===== config.mk =====
export PLATFORM = sky130hd
export DESIGN_NAME = control_unit
export DESIGN_NICKNAME = d
export VERILOG_FILES = /design/src/rtl/cpu_ctrl_pkg.sv /design/src/rtl/ctrl_decoder.sv /design/src/rtl/control_unit.sv
export SDC_FILE = /design/constraint.sdc
export NUM_CORES = 1
export LEC_CHECK = 0
export BUFFER_PORTS_ARGS = -buffer_cell sky130_fd_sc_hd__buf_4
export CAP_MARGIN = 20
export CORE_UTILIZATION = 40
export CTS_BUF_LIST = sky130_fd_sc_hd__clkbuf_4 sky130_fd_sc_hd__clkbuf_8
export DETAILED_ROUTE_END_ITERATION = 8
export GPL_ROUTABILITY_DRIVEN = 0
export PLACE_DENSITY = 0.71
export SLEW_MARGIN = 20
export SYNTH_ARGS = -nofsm -noshare
export SYNTH_HDL_FRONTEND = slang
export SYNTH_SLANG_ARGS = --single-unit

===== constraint.sdc =====
create_clock -name clock -period 5.6 [get_ports clock]
set_clock_uncertainty 0.1 [all_clocks]
set_input_delay 1.12 -clock clock [delete_from_list [all_inputs] [get_ports clock]]
set_output_delay 1.12 -clock clock [all_outputs]
set_load 0.02 [all_outputs]

===== src/rtl/cpu_ctrl_pkg.sv =====
// Shared definitions for the phase-3 CPU control sequencer: opcodes, sequencer states,
// instruction classes and the last-execute-step lookup.
package cpu_ctrl_pkg;

   localparam logic [4:0] OP_LD   = 5'd0;
   localparam logic [4:0] OP_LDI  = 5'd1;
   localparam logic [4:0] OP_ST   = 5'd2;
   localparam logic [4:0] OP_ADD  = 5'd3;
   localparam logic [4:0] OP_SUB  = 5'd4;
   localparam logic [4:0] OP_AND  = 5'd5;
   localparam logic [4:0] OP_OR   = 5'd6;
   localparam logic [4:0] OP_ROR  = 5'd7;
   localparam logic [4:0] OP_ROL  = 5'd8;
   localparam logic [4:0] OP_SHR  = 5'd9;
   localparam logic [4:0] OP_SHRA = 5'd10;
   localparam logic [4:0] OP_SHL  = 5'd11;
   localparam logic [4:0] OP_ADDI = 5'd12;
   localparam logic [4:0] OP_ANDI = 5'd13;
   localparam logic [4:0] OP_ORI  = 5'd14;
   localparam logic [4:0] OP_MUL  = 5'd15;
   localparam logic [4:0] OP_DIV  = 5'd16;
   localparam logic [4:0] OP_NEG  = 5'd17;
   localparam logic [4:0] OP_NOT  = 5'd18;
   localparam logic [4:0] OP_BR   = 5'd19;
   localparam logic [4:0] OP_JR   = 5'd20;
   localparam logic [4:0] OP_JAL  = 5'd21;
   localparam logic [4:0] OP_IN   = 5'd22;
   localparam logic [4:0] OP_OUT  = 5'd23;
   localparam logic [4:0] OP_MFHI = 5'd24;
   localparam logic [4:0] OP_MFLO = 5'd25;
   localparam logic [4:0] OP_NOP  = 5'd26;
   localparam logic [4:0] OP_HALT = 5'd27;

   localparam logic [4:0] ALU_ADD = 5'd3;

   localparam int CU_STATE_W = 6;

   typedef enum logic [CU_STATE_W-1:0] {
      ST_RESET = 6'd0,
      ST_T0    = 6'd1,
      ST_T1    = 6'd2,
      ST_T2    = 6'd3,
      ST_T3    = 6'd4,
      ST_T4    = 6'd5,
      ST_T5    = 6'd6,
      ST_T6    = 6'd7,
      ST_T7    = 6'd8,
      ST_HALT  = 6'd9,
      ST_PAUSE = 6'd10
   } state_e;

   typedef enum logic [3:0] {
      CLS_ALU_RR  = 4'd0,
      CLS_ALU_IMM = 4'd1,
      CLS_MULDIV  = 4'd2,
      CLS_UNARY   = 4'd3,
      CLS_LD      = 4'd4,
      CLS_LDI     = 4'd5,
      CLS_ST      = 4'd6,
      CLS_BR      = 4'd7,
      CLS_JR      = 4'd8,
      CLS_JAL     = 4'd9,
      CLS_IN      = 4'd10,
      CLS_OUT     = 4'd11,
      CLS_MFHI    = 4'd12,
      CLS_MFLO    = 4'd13,
      CLS_NOP     = 4'd14,
      CLS_HALT    = 4'd15
   } instr_cls_e;

   // Final execute step of each instruction class; after it the sequencer refetches.
   function automatic state_e last_step(input instr_cls_e cls);
      case (cls)
         CLS_ALU_RR, CLS_ALU_IMM, CLS_LDI: return ST_T5;
         CLS_MULDIV, CLS_BR:               return ST_T6;
         CLS_LD, CLS_ST:                   return ST_T7;
         CLS_UNARY, CLS_JAL:               return ST_T4;
         default:                          return ST_T3;
      endcase
   endfunction

endpackage


===== src/rtl/ctrl_decoder.sv =====
// Combinational opcode-to-instruction-class decoder for the control sequencer.
module ctrl_decoder
   import cpu_ctrl_pkg::*;
(
   input  logic [4:0] opcode,
   output logic [3:0] cls
);

   // Map each opcode onto the class that selects its execute-step sequence.
   always_comb begin
      cls = CLS_NOP;
      case (opcode) inside
         [OP_ADD:OP_SHL]:   cls = CLS_ALU_RR;
         [OP_ADDI:OP_ORI]:  cls = CLS_ALU_IMM;
         OP_MUL, OP_DIV:    cls = CLS_MULDIV;
         OP_NEG, OP_NOT:    cls = CLS_UNARY;
         OP_LD:             cls = CLS_LD;
         OP_LDI:            cls = CLS_LDI;
         OP_ST:             cls = CLS_ST;
         OP_BR:             cls = CLS_BR;
         OP_JR:             cls = CLS_JR;
         OP_JAL:            cls = CLS_JAL;
         OP_IN:             cls = CLS_IN;
         OP_OUT:            cls = CLS_OUT;
         OP_MFHI:           cls = CLS_MFHI;
         OP_MFLO:           cls = CLS_MFLO;
         OP_HALT:           cls = CLS_HALT;
         default:           cls = CLS_NOP;
      endcase
   end

endmodule


===== src/rtl/control_unit.sv =====
// Hardwired control sequencer: fetch T0..T2, per-class execute T3..T7, memory wait, HALT.
// Optional SINGLE_STEP_EN adds the step input and a PAUSE state after every instruction.
module control_unit
   import cpu_ctrl_pkg::*;
#(
   parameter int MEM_WAIT = 0,
   parameter int STATE_W  = 6
) (
   input  logic        clock,
   input  logic        clear,
   input  logic [31:0] ir,
   input  logic        CON,
   input  logic        stop,
`ifdef SINGLE_STEP_EN
   input  logic        step,
`endif
   output logic        Gra,
   output logic        Grb,
   output logic        Grc,
   output logic        Rin,
   output logic        Rout,
   output logic        BAout,
   output logic        R15in,
   output logic        MARin,
   output logic        MDRin,
   output logic        MDRout,
   output logic        memRead,
   output logic        ramEnable,
   output logic        PCin,
   output logic        PCout,
   output logic        IncPC,
   output logic        IRin,
   output logic        Yin,
   output logic        Zin,
   output logic        Zhighout,
   output logic        Zlowout,
   output logic        HIin,
   output logic        LOin,
   output logic        HIout,
   output logic        LOout,
   output logic        Cout,
   output logic        CONin,
   output logic        InPort_Out,
   output logic        OutPort_In,
   output logic [4:0]  alu_op,
   output logic        run
);

   localparam int WAIT_W = (MEM_WAIT > 0) ? $clog2(MEM_WAIT + 1) : 1;
   localparam logic [WAIT_W-1:0] WAIT_LOAD = WAIT_W'(MEM_WAIT);

   logic [STATE_W-1:0] state_r;
   logic [WAIT_W-1:0]  wait_r;
   logic [4:0]         op_r;
   instr_cls_e         cls_r;
   state_e             cur_s;
   state_e             nxt_s;
   state_e             done_s;
   logic [3:0]         dec_cls_s;
   instr_cls_e         ir_cls_s;
   logic               unused_ir_s;

   assign cur_s       = state_e'(state_r[CU_STATE_W-1:0]);
   assign ir_cls_s    = instr_cls_e'(dec_cls_s);
   assign unused_ir_s = ^ir[26:0];

   ctrl_decoder u_dec (
      .opcode (ir[31:27]),
      .cls    (dec_cls_s)
   );

   function automatic logic is_mem(input state_e s, input instr_cls_e c);
      return (s == ST_T1) || (s == ST_T6 && c == CLS_LD) || (s == ST_T7 && c == CLS_ST);
   endfunction

   // Next-state selection; memory steps hold until the wait counter reaches zero.
   always_comb begin
      nxt_s = cur_s;
`ifdef SINGLE_STEP_EN
      done_s = ST_PAUSE;
`else
      done_s = ST_T0;
`endif
      case (cur_s)
         ST_RESET: nxt_s = ST_T0;
         ST_T0: begin
            if (stop) nxt_s = ST_HALT;
            else      nxt_s = ST_T1;
         end
         ST_T1: begin
            if (wait_r != '0) nxt_s = ST_T1;
            else              nxt_s = ST_T2;
         end
         ST_T2: begin
            case (ir_cls_s)
               CLS_NOP:  nxt_s = done_s;
               CLS_HALT: nxt_s = ST_HALT;
               default:  nxt_s = ST_T3;
            endcase
         end
         ST_T3, ST_T4, ST_T5, ST_T6, ST_T7: begin
            if (is_mem(cur_s, cls_r) && wait_r != '0)             nxt_s = cur_s;
            else if (cur_s == last_step(cls_r) || cur_s == ST_T7) nxt_s = done_s;
            else                                                  nxt_s = state_e'(cur_s + 6'd1);
         end
         ST_HALT: nxt_s = ST_HALT;
`ifdef SINGLE_STEP_EN
         ST_PAUSE: begin
            if (step) nxt_s = ST_T0;
            else      nxt_s = ST_PAUSE;
         end
`endif
         default: nxt_s = ST_RESET;
      endcase
   end

   // State, wait counter and opcode/class latch (captured at the closing edge of T2).
   always_ff @(posedge clock or negedge clear) begin
      if (!clear) begin
         state_r <= STATE_W'(ST_RESET);
         wait_r  <= '0;
         op_r    <= 5'd0;
         cls_r   <= CLS_NOP;
      end else begin
         state_r <= STATE_W'(nxt_s);
         if (nxt_s != cur_s && is_mem(nxt_s, cls_r)) wait_r <= WAIT_LOAD;
         else if (wait_r != '0)                       wait_r <= wait_r - WAIT_W'(1);
         else                                         wait_r <= wait_r;
         if (cur_s == ST_T2) begin
            op_r  <= ir[31:27];
            cls_r <= ir_cls_s;
         end
      end
   end

   // Moore strobe decode of the current step; br's PCin follows CON live during T6.
   always_comb begin
      {Gra, Grb, Grc, Rin, Rout, BAout, R15in} = 7'd0;
      {MARin, MDRin, MDRout, memRead, ramEnable} = 5'd0;
      {PCin, PCout, IncPC, IRin} = 4'd0;
      {Yin, Zin, Zhighout, Zlowout, HIin, LOin, HIout, LOout, Cout, CONin} = 10'd0;
      {InPort_Out, OutPort_In} = 2'd0;
      alu_op = 5'd0;
      if (cur_s == ST_RESET || cur_s == ST_HALT) run = 1'b0;
      else                                       run = 1'b1;
      case (cur_s)
         ST_T0: begin PCout = 1'b1; MARin = 1'b1; IncPC = 1'b1; end
         ST_T1: begin memRead = 1'b1; MDRin = 1'b1; end
         ST_T2: begin MDRout = 1'b1; IRin = 1'b1; end
         ST_T3: begin
            case (cls_r)
               CLS_ALU_RR, CLS_ALU_IMM: begin Grb = 1'b1; Rout = 1'b1; Yin = 1'b1; end
               CLS_MULDIV:              begin Gra = 1'b1; Rout = 1'b1; Yin = 1'b1; end
               CLS_UNARY:               begin Grb = 1'b1; Rout = 1'b1; Zin = 1'b1; alu_op = op_r; end
               CLS_LD, CLS_LDI, CLS_ST: begin Grb = 1'b1; BAout = 1'b1; Yin = 1'b1; end
               CLS_BR:                  begin Gra = 1'b1; Rout = 1'b1; CONin = 1'b1; end
               CLS_JR:                  begin Gra = 1'b1; Rout = 1'b1; PCin = 1'b1; end
               CLS_JAL:                 begin PCout = 1'b1; R15in = 1'b1; end
               CLS_IN:                  begin InPort_Out = 1'b1; Gra = 1'b1; Rin = 1'b1; end
               CLS_OUT:                 begin Gra = 1'b1; Rout = 1'b1; OutPort_In = 1'b1; end
               CLS_MFHI:                begin HIout = 1'b1; Gra = 1'b1; Rin = 1'b1; end
               CLS_MFLO:                begin LOout = 1'b1; Gra = 1'b1; Rin = 1'b1; end
               default:                 alu_op = 5'd0;
            endcase
         end
         ST_T4: begin
            case (cls_r)
               CLS_ALU_RR:              begin Grc = 1'b1; Rout = 1'b1; Zin = 1'b1; alu_op = op_r; end
               CLS_ALU_IMM:             begin Cout = 1'b1; Zin = 1'b1; alu_op = op_r; end
               CLS_MULDIV:              begin Grb = 1'b1; Rout = 1'b1; Zin = 1'b1; alu_op = op_r; end
               CLS_UNARY:               begin Zlowout = 1'b1; Gra = 1'b1; Rin = 1'b1; end
               CLS_LD, CLS_LDI, CLS_ST: begin Cout = 1'b1; Zin = 1'b1; alu_op = ALU_ADD; end
               CLS_BR:                  begin PCout = 1'b1; Yin = 1'b1; end
               CLS_JAL:                 begin Gra = 1'b1; Rout = 1'b1; PCin = 1'b1; end
               default:                 alu_op = 5'd0;
            endcase
         end
         ST_T5: begin
            case (cls_r)
               CLS_ALU_RR, CLS_ALU_IMM, CLS_LDI: begin Zlowout = 1'b1; Gra = 1'b1; Rin = 1'b1; end
               CLS_MULDIV:                       begin Zlowout = 1'b1; LOin = 1'b1; end
               CLS_LD, CLS_ST:                   begin Zlowout = 1'b1; MARin = 1'b1; end
               CLS_BR:                           begin Cout = 1'b1; Zin = 1'b1; alu_op = ALU_ADD; end
               default:                          alu_op = 5'd0;
            endcase
         end
         ST_T6: begin
            case (cls_r)
               CLS_MULDIV: begin Zhighout = 1'b1; HIin = 1'b1; end
               CLS_LD:     begin memRead = 1'b1; MDRin = 1'b1; end
               CLS_ST:     begin Gra = 1'b1; Rout = 1'b1; MDRin = 1'b1; end
               CLS_BR:     begin Zlowout = 1'b1; PCin = CON; end
               default:    alu_op = 5'd0;
            endcase
         end
         ST_T7: begin
            case (cls_r)
               CLS_LD:  begin MDRout = 1'b1; Gra = 1'b1; Rin = 1'b1; end
               CLS_ST:  ramEnable = 1'b1;
               default: alu_op = 5'd0;
            endcase
         end
         default: alu_op = 5'd0;
      endcase
   end

endmodule


* Word-level counts from Yosys, hierarchy flattened *
Memories as Yosys holds them, arrays and structs flattened.
Index checks and enable logic that the tools add are counted.

storage, ports and cells
  memory bits (read-only) = 64
  bits of input ports = 36
  register bits after elaboration = 16
  memory bits (writable) = 0
  bits in latches = 0
  memories kept = 1

memory list
  name             depth  bits a word  read ports  clocked after Yosys merged registers in  write ports  line                source
  (no name shown)  16     4            1           0                                        0            cpu_ctrl_pkg.sv:73  case (cls)

operators by class
  equal/unequal tests = 43
  bitwise operators = 0
  multiplexer cells = 81
  div/mod/pow operators = 0
  add/subtract/negate cells = 2
  $mul = 0
  reduce and logical (&&, ||, !) cells = 32
  shifts and indexed selects = 0
  magnitude comparators = 4

operator list
  kind                 number
  $mux 4               15
  $eq 5x5->1 const B   11
  $mux 1               42
  $pmux 6 s6           1
  $eq 4x4->1 const B   8
  $eq 6x3->1 const B   5
  $mux 6               4
  $eq 6x2->1 const B   3
  $eq 6x4->1 const B   3
  $eq 4x3->1 const B   4
  $pmux 1 s3           5
  $pmux 5 s3           1
  $reduce_or 3->1      5
  $pmux 1 s2           7
  $reduce_or 7->1      2
  $reduce_or 6->1      2
  $le 5x4->1 const B   2
  $pmux 5 s2           1
  $eq 4x2->1 const B   2
  $logic_and 1x1->1    8
  $pmux 4 s2           1
  $reduce_or 2->1      4
  $add 6x1->6 const B  1
  $eq 6x1->1 const B   1
  other kinds (19)     24

* Longest topological paths before layout *
  word-level depth = 25
  mapped depth = 7
  mapped depth without buffers = 7

* By module *
Synthesis repeated with hierarchy kept, for this count alone.

second synthesis, totals
  cells, all modules = 199
  area, all modules = 1640.3 sq um

modules (own cells, without submodules)
  module        cells an instance  seq. area each (sq um)  area each (sq um)  times used
  control_unit  184                379.1                   1546.5             1
  ctrl_decoder  15                 0.0                     93.8               1

* Least setup slack after synthesis *
OpenSTA, ideal clock, no wires.

  kind = reg2out
  start = register state_r[5] (netlist: cur_s[5])
  end = output port Zhighout
  data arrival time = 1.934 ns
  required time = 4.380 ns
  stages on the path, launching flop included = 6
  buffers on the path = 2
  path slack = 2.446 ns
  path through = dfrtp_1 -> nor4b_2 -> buf_4 -> nand2_1 -> nor4_1 -> buf_4

on the way
  word-level cells in the longest chain between the ends = 2

RTL lines
  item                    line                 source
  start, declared         control_unit.sv:52   logic [STATE_W-1:0] state_r;
  start signal, assigned  control_unit.sv:120  state_r <= STATE_W'(ST_RESET);
  start signal, assigned  control_unit.sv:125  state_r <= STATE_W'(nxt_s);
  $eq 6x3->1              -
  $mux 1                  -
  end, declared           control_unit.sv:35   output logic Zhighout,

Every way passes these cells.

* Worst setup path in the final report *
  start = register state_r[0] (netlist: cur_s[0])
  end = output port Gra

on the way
  word-level cells in the longest chain between the ends = 2
  elaborated cells on any way between the ends = 6

RTL lines
  item                                             line                 source
  $eq 6x4->1 / $eq 6x3->1 (equally long branches)  control_unit.sv:146  case (cur_s)
  $pmux 1 s5 (*)                                   control_unit.sv:146
  end, declared                                    control_unit.sv:17   output logic Gra,

Mark *: on every way between the ends. The rest lies on a longest branch, timed or not.

==> impl_table.tex <==
\begin{tabular}{lr}
\hline
Metric & Value \\
\hline
\multicolumn{2}{l}{\textbf{Run status}} \\
\quad Run status & completed \\
\multicolumn{2}{l}{\textbf{Routing}} \\
\quad DRC violations left & 0 \\
\quad DRT antenna net count & 0 \\
\quad First-iteration detailed-routing DRC count & 140 \\
\quad Via Count & 1519 \\
\quad Via density per instance & 5.67 \\
\quad Wire length per cell after detailed routing & 13.9 um \\
\quad Wire length reported by the detailed router & 3730 um \\
\quad Drt first pass iters & 4 \\
\multicolumn{2}{l}{\textbf{Critical path}} \\
\quad Launching point of the worst reg2reg path & cls\_r[3]\$\_DFFE\_PN1P\_ \\
\quad CP endpoint & Gra \\
\quad Register-to-Register Path Depth & 5 \\
\quad Destination of the worst register-to-register timing path & cur\_s[3]\$\_DFF\_PN0\_ \\
\quad Data required time at the worst endpoint & 4.38 ns \\
\quad First element of the critical path & cur\_s[0]\$\_DFF\_PN0\_ \\
\quad Register-to-register setup slack & 3.35 ns \\
\quad Critical path startpoint category & register \\
\quad Nature of the critical path endpoint & output pin \\
\quad Critical path fanouts, max & 7 \\
\quad Worst EP arrival & 2.39 ns \\
\quad Path type of the worst setup path & reg2out \\
\multicolumn{2}{l}{\textbf{Layout}} \\
\quad Most common library cell in the layout ignoring fill and taps & sky130\_fd\_sc\_hd\_\_buf\_4 \\
\quad Sequential cell area in the final layout & 379 sq um \\
\quad Filler Cell Count & 336 \\
\quad Area grow syn2layout & 23.0\% \\
\quad Finished Layout Cells & 268 \\
\quad Total inserted antenna cells & 0 \\
\quad Proportion of layout cells with a drive suffix above 1 & 0.284 \\
\quad Commonest non-fill, non-tap cells in the layout & 43 x sky130\_fd\_sc\_hd\_\_buf\_4, 22 x sky130\_fd\_sc\_hd\_\_nand2\_1, 19 x sky130\_fd\_sc\_hd\_\_nor2\_1 \\
\quad Multi-input gate area & 967 sq um \\
\quad Post-layout nets & 263 \\
\multicolumn{2}{l}{\textbf{GRT}} \\
\quad Largest net degree at the start of global routing & 24 \\
\quad Global routing usage summed across all routing layers & 0.204 \\
\quad Initial antenna violation count & 0 \\
\quad Global-route wire length before repair & 5810 um \\
\quad Total grt overflow & 0 \\
\quad Vias in the first global route & 1248 \\
\multicolumn{2}{l}{\textbf{Clocking}} \\
\quad Clock slew seen by the registers of the worst setup and hold paths & 0.09 ns \\
\quad Number of buffers inserted by hold repair at cts & 0 \\
\quad Post-CTS Resized & 0 \\
\quad Sink Count & 15 \\
\quad Insertion delay to the later sink of the worst-skew pair & 0.28 ns \\
\quad Clock buffers created by TritonCTS & 3 \\
\quad CTS tree & done \\
\quad CTS max path bufs & 2 \\
\quad \# H-tree levels & 1 \\
\quad Root Buffer & sky130\_fd\_sc\_hd\_\_clkbuf\_4 \\
\quad Setup fix buffers added after clock tree synthesis & 0 \\
\multicolumn{2}{l}{\textbf{Timing}} \\
\quad Hold violation total from the final report & 0 \\
\quad Fin Setup TNS & 0 ns \\
\quad Crit path time final & 3.61 ns \\
\quad Period utilization & 0.644 \\
\quad Pin slew with the least headroom to its limit & 0.533 ns \\
\quad Setup repair after global routing missed its margin & no \\
\quad Fmax achieved & 277 MHz \\
\quad Final count of pins violating max slew & 0 \\
\quad Final setup fails & 0 \\
\quad Max-slew headroom & 0.645 \\
\multicolumn{2}{l}{\textbf{Logic synthesis}} \\
\quad Mapped Cells & 187 \\
\quad Register bit count reported by yosys & 15 \\
\quad Predominant post-synthesis flop cell & sky130\_fd\_sc\_hd\_\_dfrtp\_1 \\
\quad Netlist area before placement & 1440 sq um \\
\quad Number of flops mapped to enable cells by yosys & 0 \\
\quad Share of the yosys chip area belonging to registers & 0.263 \\
\quad Library cells used by synthesis & 55 \\
\quad Average instance area after synthesis & 7.72 sq um \\
\quad Fraction of registers with async set/reset & 1.00 \\
\quad Number of warnings reported in the yosys synthesis log & 0 \\
\multicolumn{2}{l}{\textbf{Pwr}} \\
\quad Power density relative to cell area & 141 nW/um\^{}2 \\
\quad Sum of internal, switching and leakage power & 0.250 mW \\
\quad Leakage power of the design & 0.794 nW \\
\quad Peak supply drop & 112 uV \\
\multicolumn{2}{l}{\textbf{Die}} \\
\quad I/O pin count & 70 \\
\quad Starting utilization of the core area & 0.426 \\
\quad Total die area & 3850 sq um \\
\quad Std-Cell Core Area & 3390 sq um \\
\quad Standard-cell rows & 21 \\
\quad X dimension of the die & 62.1 um \\
\quad Die boundary height & 62.1 um \\
\multicolumn{2}{l}{\textbf{Worst hold path}} \\
\quad Worst hold path stage count & 1 \\
\quad Path class of the lowest-slack min-delay path & reg2reg \\
\multicolumn{2}{l}{\textbf{Placement}} \\
\quad Instance count after placement with tap cells included & 264 \\
\quad Half-perimeter wire length of the detailed placement result & 2770 um \\
\quad PortBufs & 42 \\
\multicolumn{2}{l}{\textbf{Run}} \\
\quad Number of max-cap violations & 0 \\
\hline
\end{tabular}
[worst min-delay path by stage]
stage | endpoint | slack [ns] | startpoint
floorplan | op_r[4]$_DFFE_PN0P_ | 0.37 | op_r[4]$_DFFE_PN0P_
global placement | op_r[4]$_DFFE_PN0P_ | 0.38 | op_r[4]$_DFFE_PN0P_
detailed placement | op_r[2]$_DFFE_PN0P_ | 0.39 | op_r[2]$_DFFE_PN0P_
CTS | op_r[2]$_DFFE_PN0P_ | 0.41 | op_r[2]$_DFFE_PN0P_
global route | op_r[2]$_DFFE_PN0P_ | 0.42 | op_r[2]$_DFFE_PN0P_
finish | op_r[2]$_DFFE_PN0P_ | 0.41 | op_r[2]$_DFFE_PN0P_
[cell families (layout without fill, tap and decap cells)]
kind of cell               after synthesis  in the layout  synth area share
muxes                                    9              9            0.0685
DFF                                     15             15             0.263
xor gates and xnor gates                 2              2            0.0121
AOI/OAI and AO/OA                       52             52             0.250
buffers and inverters                   19             53            0.0702
adders and majority gates                4              4            0.0347
other                                    1              2           0.00260
and+or+nand+nor                         85             85             0.300
[layout make-up]
class | count | area share
repair buffers | 43 | 0.182
well taps | 46 | 0.0324
flip-flops and latches | 15 | 0.213
clock inverters | 1 | 0.00282
multi-input cells | 154 | 0.544
clock buffers | 3 | 0.0127
inverters | 6 | 0.0127
[sequential cells by signal, summed over array words and instances (netlist names)]
name	cells
cls_r	4
cur_s	6
op_r	5
[power by group]
group	switching, mW	internal [mW]	total [mW]
Combinational	0.0305	0.0243	0.0549
Sequential	0.0167	0.118	0.134
Clock	0.0340	0.0265	0.0606
Total	0.0813	0.169	0.250
[stage by stage]
| step | hold WS [ns] | setup WS [ns] | util | instance area, sq um |
|---|---|---|---|---|
| after CTS | 0.409 | 1.98 | 0.524 | 1780 |
| final | 0.408 | 1.99 | 0.524 | 1780 |
| after global placement | 0.382 | 2.32 | 0.516 | 1750 |
| after floorplan | 0.370 | 2.45 | - | 1450 |
| after global routing | 0.424 | 1.82 | 0.524 | 1780 |
| after detailed placement | 0.388 | 2.32 | 0.516 | 1750 |
[synth_stat cells (all sizes together), types with 4 or more instances]
library cell  count  area share
mux2              7       0.055
dfrtp            12        0.21
a21oi             7       0.024
nand2b            5       0.022
clkbuf            4       0.010
and2              6       0.026
nand2            23       0.062
nor2             19       0.049
nor2b             4       0.017
ha                4       0.035
inv               6       0.016
nand3             9       0.031
o22ai             5       0.022
o21ai            13       0.045
nor3              5       0.017
buf               9       0.044
[metal layers]
layer  track usage  share of wire  up-vias
met1         0.286           0.47      700
met4        0.0667         0.0043        0
li1              -              -      751
met2         0.327           0.45       66
met5             0              0        -
met3        0.0248          0.073        2
[critical path: stages, from the launching register on]
cell and delay, ns:
sky130_fd_sc_hd__dfrtp_1 0.46, sky130_fd_sc_hd__inv_1 0.11, sky130_fd_sc_hd__ha_1 0.20, sky130_fd_sc_hd__nor2b_1 0.19
sky130_fd_sc_hd__nand3_1 0.27, sky130_fd_sc_hd__or4_1 0.48, sky130_fd_sc_hd__o211ai_1 0.11, sky130_fd_sc_hd__or3_1 0.15
sky130_fd_sc_hd__buf_4 0.13
No activity file was read; power rests on OpenSTA's default activity.
